===== src/rtl/pc_sequencer.sv =====
// Program counter sequencer: starts a program on req, steps the ROM address with
// stall/halt/branch priority, flags running off the end of the ROM, counts RUN cycles.
module pc_sequencer #(
  parameter int unsigned PC_W       = 10,
  parameter int unsigned START_ADDR = 0,
  parameter int unsigned CNT_W      = 16
) (
  input  logic             clk,
  input  logic             reset,
  input  logic             req,
  input  logic             halt,
  input  logic             branch_taken,
  input  logic [PC_W-1:0]  branch_target,
  input  logic             stall,
  output logic [PC_W-1:0]  prog_ctr,
  output logic             running,
  output logic             done,
  output logic             pc_err,
  output logic [CNT_W-1:0] cycle_count
);

  typedef enum logic [1:0] {
    IDLE   = 2'd0,
    RUN    = 2'd1,
    HALTED = 2'd2
  } state_t;

  localparam logic [PC_W-1:0]  PC_START = PC_W'(START_ADDR);
  localparam logic [PC_W-1:0]  PC_MAX   = '1;
  localparam logic [CNT_W-1:0] CNT_MAX  = '1;

  state_t           state_q, state_d;
  logic [PC_W-1:0]  pc_q, pc_d;
  logic             run_q, run_d;
  logic             done_q, done_d;
  logic             err_q, err_d;
  logic [CNT_W-1:0] cnt_q, cnt_d;

  always_ff @(posedge clk or posedge reset) begin
    if (reset) begin
      state_q <= IDLE;
      pc_q    <= PC_START;
      run_q   <= 1'b0;
      done_q  <= 1'b0;
      err_q   <= 1'b0;
      cnt_q   <= '0;
    end else begin
      state_q <= state_d;
      pc_q    <= pc_d;
      run_q   <= run_d;
      done_q  <= done_d;
      err_q   <= err_d;
      cnt_q   <= cnt_d;
    end
  end

  always_comb begin
    state_d = state_q;
    pc_d    = pc_q;
    done_d  = done_q;
    err_d   = err_q;
    cnt_d   = cnt_q;
    case (state_q)
      IDLE, HALTED: begin
        if (req) begin
          state_d = RUN;
          pc_d    = PC_START;
          cnt_d   = '0;
          done_d  = 1'b0;
          err_d   = 1'b0;
        end
      end
      RUN: begin
        // Every RUN edge counts, stalled and halting edges included.
        if (cnt_q != CNT_MAX) cnt_d = cnt_q + 1'b1;
        if (stall) begin
          pc_d = pc_q;
        end else if (halt) begin
          state_d = HALTED;
          done_d  = 1'b1;
        end else if (branch_taken) begin
          pc_d = branch_target;
        end else if (pc_q == PC_MAX) begin
          // Falling off the ROM end stops the program instead of wrapping.
          state_d = HALTED;
          done_d  = 1'b1;
          err_d   = 1'b1;
        end else begin
          pc_d = pc_q + 1'b1;
        end
      end
      default: state_d = IDLE;
    endcase
    run_d = (state_d == RUN);
  end

  assign prog_ctr    = pc_q;
  assign running     = run_q;
  assign done        = done_q;
  assign pc_err      = err_q;
  assign cycle_count = cnt_q;

endmodule


===== config.mk =====
export PLATFORM = sky130hd
export DESIGN_NAME = pc_sequencer
export DESIGN_NICKNAME = d
export VERILOG_FILES = /design/src/rtl/pc_sequencer.sv
export SDC_FILE = /design/constraint.sdc
export NUM_CORES = 1
export LEC_CHECK = 0
export CAP_MARGIN = 20
export CORE_MARGIN = 1.5
export CORE_UTILIZATION = 50
export CTS_CLUSTER_DIAMETER = 200
export CTS_CLUSTER_SIZE = 28
export DETAILED_ROUTE_END_ITERATION = 6
export GPL_TIMING_DRIVEN = 0
export PLACE_DENSITY_LB_ADDON = 0.1
export REMOVE_ABC_BUFFERS = 1
export SLEW_MARGIN = 20
export SYNTH_ARGS = -nofsm -noshare
export SYNTH_HDL_FRONTEND = slang
export SYNTH_SLANG_ARGS = --single-unit

===== constraint.sdc =====
create_clock -name clk -period 3 [get_ports clk]
set_input_delay 0.45 -clock clk [delete_from_list [all_inputs] [get_ports clk]]
set_output_delay 0.45 -clock clk [all_outputs]
set_load 0.005 [all_outputs]

---- Yosys cells after proc, flatten, opt, wreduce, memory -nomap -nowiden ----
Index checks and enable logic that the tools add are counted.
storage, ports and cells
  flip-flop bits (word level) ............. 31
  output and inout port bits .............. 29
cells by class
  add/subtract/negate cells ............... 2
  equal/unequal tests ..................... 14
  multiplexer cells ....................... 24
  reductions and logical operators ........ 7
operators by type and width
  kind                                                                    count
  10-bit two-way mux                                                      5
  16-bit two-way mux                                                      2
  16-bit one-hot mux with 2 select lines                                  1
  10-bit one-hot mux with 2 select lines                                  1
  16-bit by 1-bit adder with 16-bit output (second input constant)        1
  16-bit != test (second input constant)                                  1
  2-bit != test (second input constant)                                   6
  10-bit by 1-bit adder with 10-bit output (second input constant)        1
  10-bit equality test (second input constant)                            1
  2-bit two-way mux                                                       5
  5-bit AND reduction                                                     2
  3-bit != test (second input constant)                                   3
  1-bit two-way mux                                                       7
  6-bit AND reduction                                                     1
  2-bit by 1-bit equality test with 1-bit output (second input constant)  2
  1-bit one-hot mux with 2 select lines                                   2
  2-bit one-hot mux with 2 select lines                                   1
  3-bit AND reduction                                                     1
  2-bit equality test (second input constant)                             1
  2-bit logical NOT                                                       1
  2-bit nonzero test                                                      1
  2-bit OR reduction                                                      1

---- Longest topological paths before layout ----
Gate-level depths: netlist of run 1.
  depth in word-level cells ............... 7
  gate-level depth with buffers ........... 6
  gate-level depth less buffers ........... 5

---- Worst setup path after synthesis of run 1 ----
OpenSTA, ideal clock, no wires.
  path kind ............................... flip-flop to flip-flop
  start point ............................. reg pc_q[0], in the netlist prog_ctr[0]
  end point ............................... reg pc_q[1], in the netlist prog_ctr[1]
  arrival time ............................ 1.971 ns
  path slack .............................. 0.905 ns
  stages on the path, launching flop included .. 7
  path buffers ............................ 1
  cells stage by stage .................... dfrtp_1 ha_1 nand3_2 or4_1 buf_2 a21oi_4 mux2_2
on the way
  longest elaborated chain between the ends .. 6
  elaborated cells on any way between the ends .. 9
ends and longest elaborated chain
  item                                      RTL line  RTL
  start: declaration                        33        logic [PC_W-1:0] pc_q, pc_d;
  start signal: assignment                  49        pc_q <= pc_d;
  10-bit by 1-bit adder with 10-bit output  89        pc_d = pc_q + 1'b1;
  10-bit two-way mux                        83        end else if (pc_q == PC_MAX) begin
  10-bit two-way mux                        81        end else if (branch_taken) begin
  10-bit two-way mux                        78        end else if (halt) begin
  10-bit two-way mux                        76        if (stall) begin
  10-bit one-hot mux with 2 select lines    63        case (state_q)
Several ways; a longest one is shown, not always the timed one. The select of a mux whose other input is x is not followed.
A chain may end at the register's enable or synchronous reset.

---- Final worst setup path of run 1 ----
  start point ............................. in branch_taken
  end point ............................... reg pc_q[1], in the netlist prog_ctr[1]
on the way
  longest elaborated chain between the ends .. 4
  elaborated cells on any way between the ends .. 6
ends and longest elaborated chain
  item                                    RTL line  RTL
  start: declaration                      12        input logic branch_taken,
  10-bit two-way mux                      81
  10-bit two-way mux                      78
  10-bit two-way mux                      76
  10-bit one-hot mux with 2 select lines  63
Several ways; a longest one is shown, not always the timed one. The select of a mux whose other input is x is not followed.

==> results.py, run 1 <==
metrics = {
    "worst_setup_path": {
        "arrival_ns": 2.89,
        "worst-path-stages": 4,
        "slowest_stage": "or4_1",
        "worstRegToRegCells": 5,
        "cp-end-kind": "register",
        "cp_cell_sequence": "clkdlybuf4s50_1 -> or4_1 -> a21oi_4 -> mux2_2",
        "critPathBufInv": 1,
        "r2r_start": "prog_ctr[0]$_DFFE_PP0P_",
        "critPathKind": "in -> reg",
        "critical_path_required_ns": 3.17,
        "r2r_slack_ns": 0.62,
        "r2r_end": "prog_ctr[1]$_DFFE_PP0P_",
        "cp-startpoint": "branch_taken",
        "cp-start-kind": "input port",
        "crit_path_end": "prog_ctr[1]$_DFFE_PP0P_",
        "cpPeakStageDelay_ns": 0.87,
        "crit_family": "simple AND/OR/NAND/NOR gates",
        "path_max_fanout": 25,
    },
    "floorplanning": {
        "start_util_pct": 51.8,
        "dieArea_mm2": 0.00414,
        "die_x_um": 64.4,
        "chipHeight_um": 64.4,
        "coreArea_mm2": 0.00363,
        "ioPinCount": 45,
        "fp-row-count": 22,
    },
    "clocking": {
        "postCtsResizedCells": 0,
        "cts_setup_buffers": 0,
        "htree_levels": 2,
        "cts_tree": "done",
        "cts_sinks": 31,
        "clkTransAtPathRegs_ns": 0.06,
        "hold_buffers": 0,
        "cts_buffers": 5,
        "clockRootBuffer": "clkbuf_8",
        "cts_buffer_depth": 2,
        "insertion_delay_ns": 0.28,
    },
    "detailed_routing": {
        "drc": 0,
        "vias": 1710,
        "routedWlPerCell_um": 15.5,
        "wirelength_mm": 4.45,
        "first_pass_iters": 4,
        "ant_nets": 0,
        "via_per_inst": 5.96,
        "drt-initial-drc-count": 128,
    },
    "place": {
        "port_buffers": 44,
        "place_congestion": 0.869,
        "hpwlAfterDp_mm": 3.11,
    },
    "flow_run": {
        "max_cap_viol_count": 0,
    },
    "finish": {
        "antennaDiodeCount": 0,
        "layout_common_cells": "clkdlybuf4s50_1, dfrtp_1, nand2_1, mux2i_1",
        "fill_cells": 325,
        "area_delta_synth_final_pct": 27.5,
        "regArea_um2": 776,
        "final_common_cell": "clkdlybuf4s50_1",
        "drive_gt1_share_pct": 6.28,
        "multiInputGateArea_mm2": 0.00103,
        "finalNetCount": 258,
    },
    "global_routing": {
        "grt_pass1_wl_mm": 7.49,
        "grt_usage_pct": 23.2,
        "first_global_vias": 1610,
        "grt-ovfl-total": 0,
        "antenna_found_initial": 0,
        "grt_max_degree": 32,
    },
    "synth": {
        "synth_flop_cell": "dfrtp_1",
        "synth-warning-count": 0,
        "ys_seq_area_share_pct": 41.2,
        "ys_ff_latch": 31,
        "synthArstFlopShare_pct": 100,
        "synth_cells": 201,
        "yosysUniqueCellTypes": 51,
        "syn_area_mm2": 0.00188,
        "postSynthAreaPerCell_um2": 9.36,
        "synth_edf_count": 0,
    },
    "timing": {
        "hold_viol_final": 0,
        "relSlewSlack_pct": 42.3,
        "drv_slew": 0,
        "finalClockSkew_ns": 0.00442,
        "finalSetupViolCount": 0,
        "worst_pin_slew_ns": 0.858,
        "rsz0062_at_grt": "false",
        "layout_min_cycle_time_ns": 2.72,
        "fmax_mhz": 368,
        "tns_ns": 0,
        "period_share_pct": 90.6,
        "whs_ns": 0.513,
    },
    "pwr": {
        "p_leak_nw": 0.984,
        "power.density_mw_per_mm2": 573,
        "ir_worst_vdd_v": 0.000424,
    },
    "run_status": {
        "status": "finished clean",
    },
    "min_path": {
        "hold_path_class": "reg -> reg",
    },
}
[worst reg2reg max path: stages, from the launching register on]
cell     delay, ns
dfrtp_1       0.42
ha_1          0.23
nand3_2       0.17
or4_1         0.73
a21oi_4       0.34
mux2_2        0.37
[metal layers]
layer  track usage (%)  vias to the layer above  share of wire [%]
met1              29.9                      824                 44
met2              39.1                       41                 52
met3              4.75                        6                3.5
met4              7.45                        0                1.3
li1                  -                      839                  -
met5                 0                        -                  0
[Yosys cell counts (2+ instances only)]
master | n | area share (%)
nor2b_1 | 2 | 0.66
a21oi_1 | 8 | 2.1
o211ai_1 | 3 | 1.2
inv_1 | 4 | 0.80
a32oi_1 | 2 | 0.93
o41ai_1 | 2 | 0.93
nor2_1 | 8 | 1.6
or4_1 | 4 | 1.6
ha_1 | 2 | 1.3
and2_1 | 3 | 1.0
and3_1 | 4 | 1.3
nor4b_1 | 2 | 0.93
nand2b_1 | 8 | 2.7
mux2_2 | 2 | 1.2
nor3b_1 | 2 | 0.80
o31ai_1 | 2 | 0.80
o31a_1 | 2 | 0.93
mux2i_1 | 10 | 5.3
buf_2 | 2 | 0.53
o21ai_0 | 4 | 1.1
a211oi_1 | 8 | 3.2
and4_1 | 3 | 1.4
a211o_1 | 5 | 2.3
nand2_1 | 25 | 5.0
a22o_1 | 3 | 1.4
clkbuf_1 | 8 | 1.6
nor3_1 | 8 | 2.1
nand4_1 | 5 | 1.7
dfrtp_1 | 31 | 41
nand3_1 | 8 | 2.1
[power by group]
part | total [mW] | switching [mW] | internal [mW]
Sequential | 0.607 | 0.105 | 0.502
Combinational | 0.472 | 0.214 | 0.258
Clock | 0.295 | 0.141 | 0.154
Total | 1.37 | 0.460 | 0.914
[worst min-delay path by stage]
stage | start | slack, ns | depth (start not counted) | to
3_5_place_dp | done$_DFFE_PP0P_ | 0.50 | 1 | done$_DFFE_PP0P_
2_1_floorplan | pc_err$_DFFE_PP0P_ | 0.49 | 2 | pc_err$_DFFE_PP0P_
5_1_grt | pc_err$_DFFE_PP0P_ | 0.56 | 2 | pc_err$_DFFE_PP0P_
3_3_place_gp | done$_DFFE_PP0P_ | 0.49 | 1 | done$_DFFE_PP0P_
6_report | done$_DFFE_PP0P_ | 0.51 | 1 | done$_DFFE_PP0P_
4_1_cts | done$_DFFE_PP0P_ | 0.52 | 1 | done$_DFFE_PP0P_
[state kept, by name, indices dropped and copies added (netlist names)]
name,count
cycle_count,16
prog_ctr,10
state_q,2
done,1
pc_err,1
running,1
[stage by stage]
step	setup WS [ns]	area (um2)	power, mW	std cells	utilization, %
finish	0.281	2400	1.37	287	66.0
global route	0.183	2400	1.47	287	66.0
CTS	0.308	2400	1.39	287	66.0
detailed placement	0.0221	2330	1.09	281	64.0
global placement	0.0577	2330	1.07	281	64.0
floorplan	0.864	1830	0.840	189	-
[cell type report]
| type | count | share of cell area [%] |
|---|---|---|
| clock buffers | 6 | 3.03 |
| inverters | 4 | 0.626 |
| multi-input cells | 154 | 43.1 |
| flip-flops and latches | 31 | 32.3 |
| well taps | 48 | 2.50 |
| repair buffers | 44 | 18.4 |
[kinds of logic after synthesis]
| kind of cell | after synthesis | synth area share, % |
|---|---|---|
| compound gates | 48 | 19.3 |
| fa+ha+maj | 2 | 1.33 |
| mux | 12 | 6.52 |
| flops | 31 | 41.2 |
| simple gates | 92 | 27.8 |
| buf+inv | 16 | 3.79 |
No activity file was read; power rests on OpenSTA's default activity.
==> run 2, diff against run 1 <==
- CTS_BUF_LIST: default -> sky130_fd_sc_hd__clkbuf_16
==> run 2 against run 1 <==
  * Sequential power barely moved
  * Worst setup slack improved by 0.0099 ns
  * Via count grew 0.53%
  * Clock power grew 54%
  * Cell area grew 2.3%
  * Worst hold slack improved by 0.0018 ns
  * Highest routed layer unchanged
  * Clock skew grew 0.00062 ns
  * Routed wire length increased by 0.40%
==> results.py, run 2 (synthesized netlist as in run 1, its figures left out) <==
metrics = {
    "run_status": {
        "status": "finished clean",
    },
    "clocking": {
        "clkTransAtPathRegs_ns": 0.05,
        "insertion_delay_ns": 0.27,
        "clockRootBuffer": "clkbuf_16",
        "htree_levels": 2,
        "cts_sinks": 31,
        "cts_setup_buffers": 0,
        "hold_buffers": 0,
        "cts_buffers": 5,
        "cts_buffer_depth": 2,
        "postCtsResizedCells": 0,
        "cts_tree": "done",
    },
    "finish": {
        "final_cells": 287,
        "largest_reg_flops": 16,
        "final_common_cell": "clkdlybuf4s50_1",
        "area_delta_synth_final_pct": 30.5,
        "finalNetCount": 258,
        "antennaDiodeCount": 0,
        "fill_cells": 324,
        "drive_gt1_share_pct": 6.28,
        "layout_common_cells": "clkdlybuf4s50_1, dfrtp_1, nand2_1, mux2i_1",
    },
    "worst_setup_path": {
        "slowest_stage": "or4_1",
        "cp-end-kind": "register",
        "crit_family": "simple AND/OR/NAND/NOR gates",
        "cpPeakStageDelay_ns": 0.87,
        "arrival_ns": 2.87,
        "cp-start-kind": "input port",
        "path_max_fanout": 25,
        "cp_cell_sequence": "clkdlybuf4s50_1 -> or4_1 -> a21oi_4 -> mux2_2",
        "critPathBufInv": 1,
        "critPathKind": "in -> reg",
        "critical_path_required_ns": 3.16,
    },
    "timing": {
        "rsz0062_at_grt": "false",
        "layout_min_cycle_time_ns": 2.71,
        "tns_ns": 0,
        "fmax_mhz": 369,
        "period_share_pct": 90.3,
        "hold_viol_final": 0,
        "drv_slew": 0,
        "relSlewSlack_pct": 38.6,
        "finalSetupViolCount": 0,
        "finalClockSkew_ns": 0.00504,
        "worst_pin_slew_ns": 0.914,
    },
    "global_routing": {
        "grt_max_degree": 32,
        "grt_usage_pct": 23.4,
        "grt_pass1_wl_mm": 7.47,
        "first_global_vias": 1617,
        "grt-ovfl-total": 0,
        "antenna_found_initial": 0,
    },
    "flow_run": {
        "max_cap_viol_count": 0,
    },
    "min_path": {
        "hold_path_class": "reg -> reg",
    },
    "detailed_routing": {
        "drc": 0,
        "via_per_inst": 5.99,
        "drt-initial-drc-count": 183,
        "wirelength_mm": 4.47,
        "routedWlPerCell_um": 15.6,
        "ant_nets": 0,
        "first_pass_iters": 5,
        "vias": 1719,
    },
    "floorplanning": {
        "coreArea_mm2": 0.00363,
        "ioPinCount": 45,
        "fp-row-count": 22,
        "die_x_um": 64.4,
        "chipHeight_um": 64.4,
        "dieArea_mm2": 0.00414,
        "start_util_pct": 51.8,
    },
    "pwr": {
        "power.density_mw_per_mm2": 625,
        "p_leak_nw": 1.01,
        "ir_worst_vdd_v": 0.000424,
    },
    "place": {
        "hpwlAfterDp_mm": 3.11,
        "port_buffers": 44,
        "dp.cells": 281,
        "place_congestion": 0.869,
    },
}
==> run 2: stage by stage <==
stage	worst slack [ns]	total power [mW]	hold slack (ns)	area [um2]	utilization, %
final	0.291	1.53	0.515	2450	67.6
after global routing	0.168	1.62	0.551	2450	67.6
after CTS	0.298	1.55	0.514	2450	67.6
after detailed placement	0.0221	1.09	0.500	2330	64.0
after global placement	0.0577	1.07	0.494	2330	64.0
after floorplan	0.864	0.840	0.486	1830	-
==> run 2: cell type report <==
| cell class | count | area [um2] | area share, % |
|---|---|---|---|
| clock buffer | 5 | 125 | 5.10 |
| clock inverter | 1 | 3.75 | 0.153 |
| inverter | 4 | 15.0 | 0.612 |
| multi-input combinational | 154 | 1030 | 42.2 |
| sequential | 31 | 776 | 31.6 |
| tap | 48 | 60.1 | 2.45 |
| timing repair buffer | 44 | 440 | 17.9 |
==> run 2: power by group <==
group | internal [mW] | total, mW | switching (mW)
Sequential | 0.502 | 0.608 | 0.105
Clock | 0.293 | 0.455 | 0.161
Combinational | 0.258 | 0.472 | 0.214
==> run 2: path summary, 6_finish.rpt <==
kind | from | end | slack [ns] | cells past startpoint
min in group asynchronous | reset | cycle_count[8]$_DFFE_PP0P_ | 0.60 | 2
hold reg to reg | pc_err$_DFFE_PP0P_ | pc_err$_DFFE_PP0P_ | 0.51 | 2
setup reg to reg | prog_ctr[0]$_DFFE_PP0P_ | prog_ctr[1]$_DFFE_PP0P_ | 0.64 | 5
hold / removal | pc_err$_DFFE_PP0P_ | pc_err$_DFFE_PP0P_ | 0.51 | 2
setup / recovery | branch_taken | prog_ctr[1]$_DFFE_PP0P_ | 0.29 | 4
max in group asynchronous | reset | done$_DFFE_PP0P_ | 1.97 | 2
==> run 2: metal layers <==
| layer | global-route usage [%] | vias up | routed length (um) |
|---|---|---|---|
| li1 | - | 843 | - |
| met1 | 29.4 | 830 | 1970 |
| met2 | 39.3 | 39 | 2280 |
| met3 | 4.75 | 7 | 154 |
| met4 | 9.04 | 0 | 58 |
| met5 | 0 | - | 0 |
==> run 2: worst reg2reg max path, stage by stage (launching register included) <==
cell and delay, ns:
dfrtp_1 0.41, ha_1 0.23, nand3_2 0.17, or4_1 0.73
a21oi_4 0.33, mux2_2 0.37
==> run 3, diff against run 2 <==
- GPL_ROUTABILITY_DRIVEN: default -> 0
- GPL_TIMING_DRIVEN: 0 -> default
==> run 3 against run 2 <==
  * Total power up 1.1%
  * Die area unchanged
  * Global-route usage up 0.38 points
  * Cell area up 1.5%
  * Sequential power up 0.7%
  * Sequential share of layout area down 0.48 points
  * Largest power group unchanged
  * Highest routed layer unchanged
  * Count of clock-buffer cells in the layout unchanged
==> results.py, run 3 (synthesized netlist as in run 1, its figures left out) <==
metrics = {
    "worst_setup_path": {
        "cp-start-kind": "register",
        "arrival_ns": 2.53,
        "critical_path_required_ns": 3.15,
        "path_max_fanout": 8,
        "r2r_slack_ns": 0.62,
        "r2r_start": "prog_ctr[0]$_DFFE_PP0P_",
        "worstRegToRegCells": 5,
        "cp-end-kind": "register",
        "r2r_end": "prog_ctr[1]$_DFFE_PP0P_",
        "critPathKind": "reg -> reg",
    },
    "timing": {
        "relSlewSlack_pct": 41.0,
        "fmax_mhz": 421,
        "layout_min_cycle_time_ns": 2.38,
        "hold_viol_final": 0,
        "finalClockSkew_ns": 0.00286,
        "period_share_pct": 79.3,
        "tns_ns": 0,
        "worst_pin_slew_ns": 0.885,
        "finalWorstSetupSlack_ns": 0.622,
        "drv_slew": 0,
        "rsz0062_at_grt": "false",
        "finalSetupViolCount": 0,
    },
    "global_routing": {
        "grt_pass1_wl_mm": 7.69,
        "grt-ovfl-total": 0,
        "antenna_found_initial": 0,
        "grt_max_degree": 32,
        "first_global_vias": 1715,
        "grt_usage_pct": 23.7,
    },
    "pwr": {
        "power.density_mw_per_mm2": 622,
        "p_leak_nw": 1.04,
        "ir_worst_vdd_v": 0.000679,
    },
    "floorplanning": {
        "chipHeight_um": 64.4,
        "dieArea_mm2": 0.00414,
        "die_x_um": 64.4,
        "start_util_pct": 51.8,
        "coreArea_mm2": 0.00363,
        "fp-row-count": 22,
        "ioPinCount": 45,
    },
    "detailed_routing": {
        "vias": 1776,
        "drt-initial-drc-count": 168,
        "wirelength_mm": 4.56,
        "drc": 0,
        "routedWlPerCell_um": 15.6,
        "ant_nets": 0,
        "via_per_inst": 6.08,
        "first_pass_iters": 5,
    },
    "finish": {
        "antennaDiodeCount": 0,
        "final_util_pct": 68.6,
        "final_common_cell": "clkdlybuf4s50_1",
        "layout_common_cells": "clkdlybuf4s50_1, dfrtp_1, nand2_1, mux2i_1",
        "drive_gt1_share_pct": 7.79,
        "final_cells": 292,
        "largest_reg_flops": 16,
        "design_area_mm2": 0.00249,
        "finalNetCount": 263,
        "area_delta_synth_final_pct": 32.4,
    },
    "place": {
        "post-place-ws_ns": 0.570,
        "placed_cell_area_mm2": 0.00236,
        "hpwlAfterDp_mm": 3.26,
        "port_buffers": 44,
        "dp.cells": 286,
    },
    "min_path": {
        "hold_end": "done$_DFFE_PP0P_",
        "hp-start": "done$_DFFE_PP0P_",
        "worstHoldPathCells": 1,
        "hold_path_class": "reg -> reg",
    },
    "clocking": {
        "clockRootBuffer": "clkbuf_16",
        "postCtsResizedCells": 0,
        "htree_levels": 2,
        "cts_buffer_depth": 2,
        "cts_tree": "done",
        "hold_buffers": 0,
        "cts_sinks": 31,
        "clkTransAtPathRegs_ns": 0.05,
        "cts_buffers": 5,
        "insertion_delay_ns": 0.27,
        "cts_setup_buffers": 0,
    },
    "flow_run": {
        "max_cap_viol_count": 0,
    },
    "run_status": {
        "status": "finished clean",
    },
}
run 3: changes by cell type in the layout (fill, tap and decap cells not counted), sizes merged:
cell	before	now
buf	0	5
run 3: worst max path at each step:
| stage | end | startpoint | cells past startpoint | slack, ns |
|---|---|---|---|---|
| after floorplan | prog_ctr[1]$_DFFE_PP0P_ | prog_ctr[0]$_DFFE_PP0P_ | 5 | 0.86 |
| after global placement | prog_ctr[2]$_DFFE_PP0P_ | branch_taken | 5 | 0.66 |
| after detailed placement | prog_ctr[7]$_DFFE_PP0P_ | halt | 5 | 0.57 |
| after CTS | prog_ctr[1]$_DFFE_PP0P_ | prog_ctr[0]$_DFFE_PP0P_ | 5 | 0.63 |
| after global routing | prog_ctr[1]$_DFFE_PP0P_ | prog_ctr[0]$_DFFE_PP0P_ | 5 | 0.48 |
| final | prog_ctr[1]$_DFFE_PP0P_ | prog_ctr[0]$_DFFE_PP0P_ | 5 | 0.62 |
run 3: through the flow:
stage	total power, mW	hold WS, ns
floorplan	0.840	0.486
global placement	1.08	0.492
detailed placement	1.10	0.504
CTS	1.56	0.519
global route	1.65	0.528
finish	1.55	0.520
run 3: area by class of cell:
type                    count  area (um2)
clock buffers               5         125
repair buffers             49         478
flip-flops and latches     31         776
fillers                   298        1140
clock inverters             1        3.75
multi-input cells         154        1030
well taps                  48        60.1
inverters                   4        15.0
run 3: routing by layer:
| layer | up-vias | GRT usage (%) | share of wire, % |
|---|---|---|---|
| li1 | 853 | - | - |
| met1 | 843 | 29.1 | 42 |
| met2 | 69 | 39.5 | 50 |
| met3 | 11 | 5.28 | 5.4 |
| met4 | 0 | 11.4 | 1.8 |
| met5 | - | 0 | 0 |
run 3: critical path, stage by stage, from the launching register on:
cell and delay [ns]:
dfrtp_1 0.44, ha_1 0.23, nand3_2 0.17, or4_1 0.74, a21oi_4 0.31, mux2_2 0.36
run 3: report_power, final:
part,total (mW),internal [mW],leakage (nW),switching [mW]
sequential,0.612,0.503,0.418,0.109
combinational,0.490,0.269,0.556,0.222
clock,0.449,0.293,0.0669,0.156
==> RTL change 1, RTL diff (config.mk and constraints of run 1) <==
Encoding of `state_t`: now one-hot (3 bits for 3 states).
--- a/src/rtl/pc_sequencer.sv
+++ b/src/rtl/pc_sequencer.sv
@@ -19,10 +19,10 @@
   output logic [CNT_W-1:0] cycle_count
 );
 
-  typedef enum logic [1:0] {
-    IDLE   = 2'd0,
-    RUN    = 2'd1,
-    HALTED = 2'd2
+  typedef enum logic [2:0] {
+    IDLE   = 3'b001,
+    RUN    = 3'b010,
+    HALTED = 3'b100
   } state_t;
 
   localparam logic [PC_W-1:0]  PC_START = PC_W'(START_ADDR);
Behaviour: same outputs for any inputs over 10 cycles, from zero or initial values and one cycle with reset high; not proved beyond that.
==> RTL change 1 against run 1 <==
- critical path depth increased by 1
- sequential cell count increased by 1
- design area increased by 4.8%
- power decreased by 2.2%
- register-to-register slack improved by 0.28 ns
- hold slack got worse by 0.017 ns
- sequential share of layout area decreased by 0.44 points
- first-iteration DRC count increased by 15%
- area after synthesis increased by 4.3%
- critical path type unchanged
- sequential power decreased by 3.6%
- setup slack improved by 0.24 ns
- routed wire length increased by 4.2%
- largest power group unchanged
==> RTL change 1: results (changes against run 1) <==
For the all-layer global routing usage, the log shows 23.6% (was 23.2%). Commonest cells post-synth: sky130_fd_sc_hd__dfrtp_1 (31), sky130_fd_sc_hd__a21oi_1 (21), sky130_fd_sc_hd__nand2_1 (20) (was sky130_fd_sc_hd__dfrtp_1 (31), sky130_fd_sc_hd__nand2_1 (25), sky130_fd_sc_hd__mux2i_1 (10)). The worst endpoint data arrival time came out at 2.62 ns (was 2.89 ns).

The area share of the largest cell type after synthesis is 39.5% (was 41.2%), and the yosys synthesis warning count is 0 (unchanged). The highest net fanout along the worst path came out at 21 (was 25). The adder and majority gate portion of the synthesized area is 1.28% (was 1.33%), and the vias after detailed routing is 1794 (was 1710). The share of final-layout standard cells stronger than drive strength 1 was 7.94% (was 6.28%). The leakage dissipation was 0.953 nW (was 0.984 nW); the worst-margin pin slew was 0.848 ns (was 0.858 ns). The aggregate routed wire length was 4640 um (was 4450 um).

The routed length on met2 came out at 2260 um (was 2290 um). Main area contributors after synthesis: sky130_fd_sc_hd__dfrtp_1 (40%), sky130_fd_sc_hd__a21oi_1 (5.4%), sky130_fd_sc_hd__mux2i_1 (5.1%), sky130_fd_sc_hd__nand2_1 (3.8%), sky130_fd_sc_hd__o221ai_1 (2.7%) (was sky130_fd_sc_hd__dfrtp_1 (41%), sky130_fd_sc_hd__mux2i_1 (5.3%), sky130_fd_sc_hd__nand2_1 (5.0%), sky130_fd_sc_hd__a211oi_1 (3.2%), sky130_fd_sc_hd__nand2b_1 (2.7%)). The placement-stage cell area is 2410 um^2 (was 2330 um^2).

The highest-delay cell along the critical path was sky130_fd_sc_hd__clkdlybuf4s50_1 (was sky130_fd_sc_hd__or4_1). The maximum single-stage delay on the critical path is 0.80 ns (was 0.87 ns), and the compound-gate portion of the synthesized area is 21.3% (was 19.3%). The fill cell total of the finished layout is 314 (was 325), and the global-route wire length before repair is 7800 um (was 7490 um). The maximum number of pins on one net before global-route repair was 33 (was 32); the mux cell area share after synthesis was 5.10% (was 6.52%). The tools report the estimated wirelength of the detail-placed design as 3210 um (was 3110 um). The logs give 1654 (was 1610) for the number of global-route vias before repair and 269 (was 258) for the number of nets in the layout. For the worst clock skew, the log shows 0.00558 ns (was 0.00442 ns). The routed length on met3 was 151 um (was 156 um); the DRC violation total after the first TritonRoute iteration was 147 (was 128).

Register area share after synthesis: 40.9% (was 41.2%). Wire length on met1: 2170 um (was 1940 um). The run gives 0.841 (was 0.869) as the weighted congestion reported at the end of routability-driven placement.

The run finished with clean final reports. For the maximum ir drop on the vdd rail, the log shows 0.000352 V (was 0.000424 V). For the setup slack after placement, the log shows 0.228 ns (was 0.0221 ns).
RTL change 1: cell families (layout without fill, tap and decap cells):
kind of cell	after synthesis	count (layout)
buffers and inverters	23	63
xor gates and xnor gates	1	1
adders and majority gates	2	2
DFF	32	32
AOI/OAI and AO/OA	59	59
muxes	10	10
and+or+nand+nor	85	85
RTL change 1: final cells by class:
| class | count | share of cell area [%] |
|---|---|---|
| clock buffer | 8 | 3.98 |
| inverter | 11 | 1.64 |
| multi-input combinational | 157 | 42.6 |
| sequential | 32 | 31.9 |
| tap | 48 | 2.39 |
| timing repair buffer | 44 | 17.5 |
RTL change 1: worst paths after layout:
kind,startpoint,end,slack (ns)
worst min-delay path,done,done,0.50
max in group asynchronous,reset,prog_ctr[0],1.99
worst max-delay path,branch_taken,prog_ctr[6],0.52
worst min register to register,done,done,0.50
min in group asynchronous,reset,running,0.58
worst max register to register,cycle_count[0],cycle_count[0],0.90
RTL change 1: power by group:
part	switching, mW	internal (mW)	total [mW]
clock network	0.158	0.209	0.368
logic	0.197	0.194	0.391
registers	0.0942	0.491	0.585
total	0.450	0.894	1.34
RTL change 1: per-stage QoR:
step | util (%) | std cells
finish | 67.6 | 300
global route | 67.6 | 300
CTS | 67.6 | 300
detailed placement | 64.9 | 292
global placement | 64.9 | 292
floorplan | - | 200
RTL change 1: metal layers:
layer / vias to the layer above / GRT usage [%]
li1: 893 / -
met1: 853 / 30.6
met4: 0 / 7.03
met2: 42 / 39.4
met3: 6 / 5.14
met5: - / 0
==> RTL change 2, RTL diff (config.mk and constraints of run 1) <==
Without the edit above. The parameter `CNT_W` goes from 16 to 32.
--- a/src/rtl/pc_sequencer.sv
+++ b/src/rtl/pc_sequencer.sv
@@ -3,7 +3,7 @@
 module pc_sequencer #(
   parameter int unsigned PC_W       = 10,
   parameter int unsigned START_ADDR = 0,
-  parameter int unsigned CNT_W      = 16
+  parameter int unsigned CNT_W      = 32
 ) (
   input  logic             clk,
   input  logic             reset,
Interface: changed (resized cycle_count); port bits go from 45 to 61. The function was not compared with the original's and may differ.
==> RTL change 2 against run 1 <==
- die area increased by 40%
- setup slack improved by 0.16 ns
- power increased by 38%
- cell count increased by 50%
- sequential power increased by 39%
- critical path depth increased by 1
- hold slack got worse by 0.057 ns
- area after synthesis increased by 43%
- design area increased by 44%
- first-iteration DRC count increased by 76%
- routed wire length increased by 58%
- sequential cell count increased by 16
- highest routed layer unchanged
==> RTL change 2: results (changes against run 1) <==
The tools report the worst max-slew margin expressed relative to the limit as 32.1% (was 42.3%). The tools report the clock network latency to the later pin of the worst-skew pair as 0.30 ns (was 0.28 ns). Classification of the worst setup path: reg2reg (was in2reg). Register area share after synthesis: 43.8% (was 41.2%).

The run gives 5 (was 4) as the number of detailed-route iterations in the first pass. The number of nets in the layout was 379 (was 258); the switching part of the total power was 34.5% (was 33.5%). The weighted congestion reported at the end of routability-driven placement came out at 0.863 (was 0.869).

Commonest cells post-synth: sky130_fd_sc_hd__dfrtp_1 (47), sky130_fd_sc_hd__o21ai_0 (36), sky130_fd_sc_hd__a21oi_1 (30) (was sky130_fd_sc_hd__dfrtp_1 (31), sky130_fd_sc_hd__nand2_1 (25), sky130_fd_sc_hd__mux2i_1 (10)). The DRC violation total after the first TritonRoute iteration came out at 225 (was 128). The startpoint of the most critical register-to-register path was state_q[1] (was prog_ctr[0]).

The final period utilization is 85.1% (was 90.6%). The run finished with clean final reports. The run gives 0.45 ns (was 0.62 ns) as the register-to-register setup slack. The leakage dissipation is 1.29 nW (was 0.984 nW), and the share of final-layout standard cells stronger than drive strength 1 is 4.43% (was 6.28%). The estimated wirelength of the detail-placed design came out at 4770 um (was 3110 um). Main area contributors after synthesis: sky130_fd_sc_hd__dfrtp_1 (44%), sky130_fd_sc_hd__o21ai_0 (6.7%), sky130_fd_sc_hd__a21oi_1 (5.6%), sky130_fd_sc_hd__nand4_1 (4.2%), sky130_fd_sc_hd__or3_1 (4.0%) (was sky130_fd_sc_hd__dfrtp_1 (41%), sky130_fd_sc_hd__mux2i_1 (5.3%), sky130_fd_sc_hd__nand2_1 (5.0%), sky130_fd_sc_hd__a211oi_1 (3.2%), sky130_fd_sc_hd__nand2b_1 (2.7%)). Routed length on met2: 3280 um (was 2290 um). The termination of the worst setup path is cycle_count[8] (was prog_ctr[1]). The run gives 2.75 ns (was 2.89 ns) as the worst endpoint data arrival time.

The maximum number of pins on one net before global-route repair is 33 (was 32), and the fill cell total of the finished layout is 465 (was 325). The worst clock skew was 0.00332 ns (was 0.00442 ns); the average wire per cell in the routed design was 16.3 um (was 15.5 um). For the maximum ir drop on the vdd rail, the log shows 0.000339 V (was 0.000424 V).

The quantity of I/O buffers inserted on ports was 60 (was 44); the global-route wire length before repair was 12000 um (was 7490 um). The tools report the cell count after placement as 424 (was 281). The run gives 41 (was 51) as the number of unique standard cell types used by synthesis. Average size of a mapped cell: 8.71 um^2 (was 9.36 um^2). The routed length on met3 was 466 um (was 156 um); the all-layer global routing usage was 25.5% (was 23.2%). The tools report the placement-stage cell area as 3350 um^2 (was 2330 um^2). The clock-pin slew on the worst setup and hold paths was 0.09 ns (was 0.06 ns). The run gives 0.260 ns (was 0.0221 ns) as the setup slack after placement.
## RTL change 2: changes by cell type after synthesis, sizes merged, moves of 7 or more
cell / change
o21ai: +31
a21oi: +21
dfrtp: +16
or3: +16
nand4: +13
or4: +9
mux2i: -7
nor2: +7
nor4: +7
o31ai: +7
## RTL change 2: kinds of logic (layout without fill, tap and decap cells)
kind of cell	count (synthesis)	in the layout	share of synthesized area, %
buffers and inverters	17	70	2.38
muxes	3	3	1.12
DFF	47	47	43.8
xor gates and xnor gates	1	1	0.327
AOI/OAI and AO/OA	92	92	19.9
and+or+nand+nor	146	146	31.5
adders and majority gates	2	2	0.933
## RTL change 2: layout make-up
class	count	area, um^2	area share [%]
multi-input cells	244	1460	42.3
well taps	70	87.6	2.53
clock buffers	5	68.8	1.99
inverters	2	7.51	0.217
flip-flops and latches	47	1180	34.0
clock inverters	2	37.5	1.08
repair buffers	61	621	17.9
## RTL change 2: worst max-delay path, cell delays in order (launching register included)
cell and delay (ns):
sky130_fd_sc_hd__dfrtp_1 0.41, sky130_fd_sc_hd__nand2b_1 0.52, sky130_fd_sc_hd__nor3_1 0.56, sky130_fd_sc_hd__and4_2 0.65
sky130_fd_sc_hd__o311ai_0 0.21, sky130_fd_sc_hd__o41ai_1 0.10
## RTL change 2: layer usage
metal / up-vias / track usage [%]
met3: 6 / 4.43
met5: - / 0
met4: 0 / 7.41
met2: 108 / 39.0
met1: 1298 / 37.1
li1: 1305 / -
## RTL change 2: power groups by stage
stage	sequential [mW]	clock [mW]	combinational [mW]
after floorplan	0.839	0	0.284
after global placement	0.847	0	0.574
after detailed placement	0.855	0	0.592
after CTS	0.843	0.463	0.595
after global routing	0.864	0.499	0.656
final	0.843	0.457	0.591
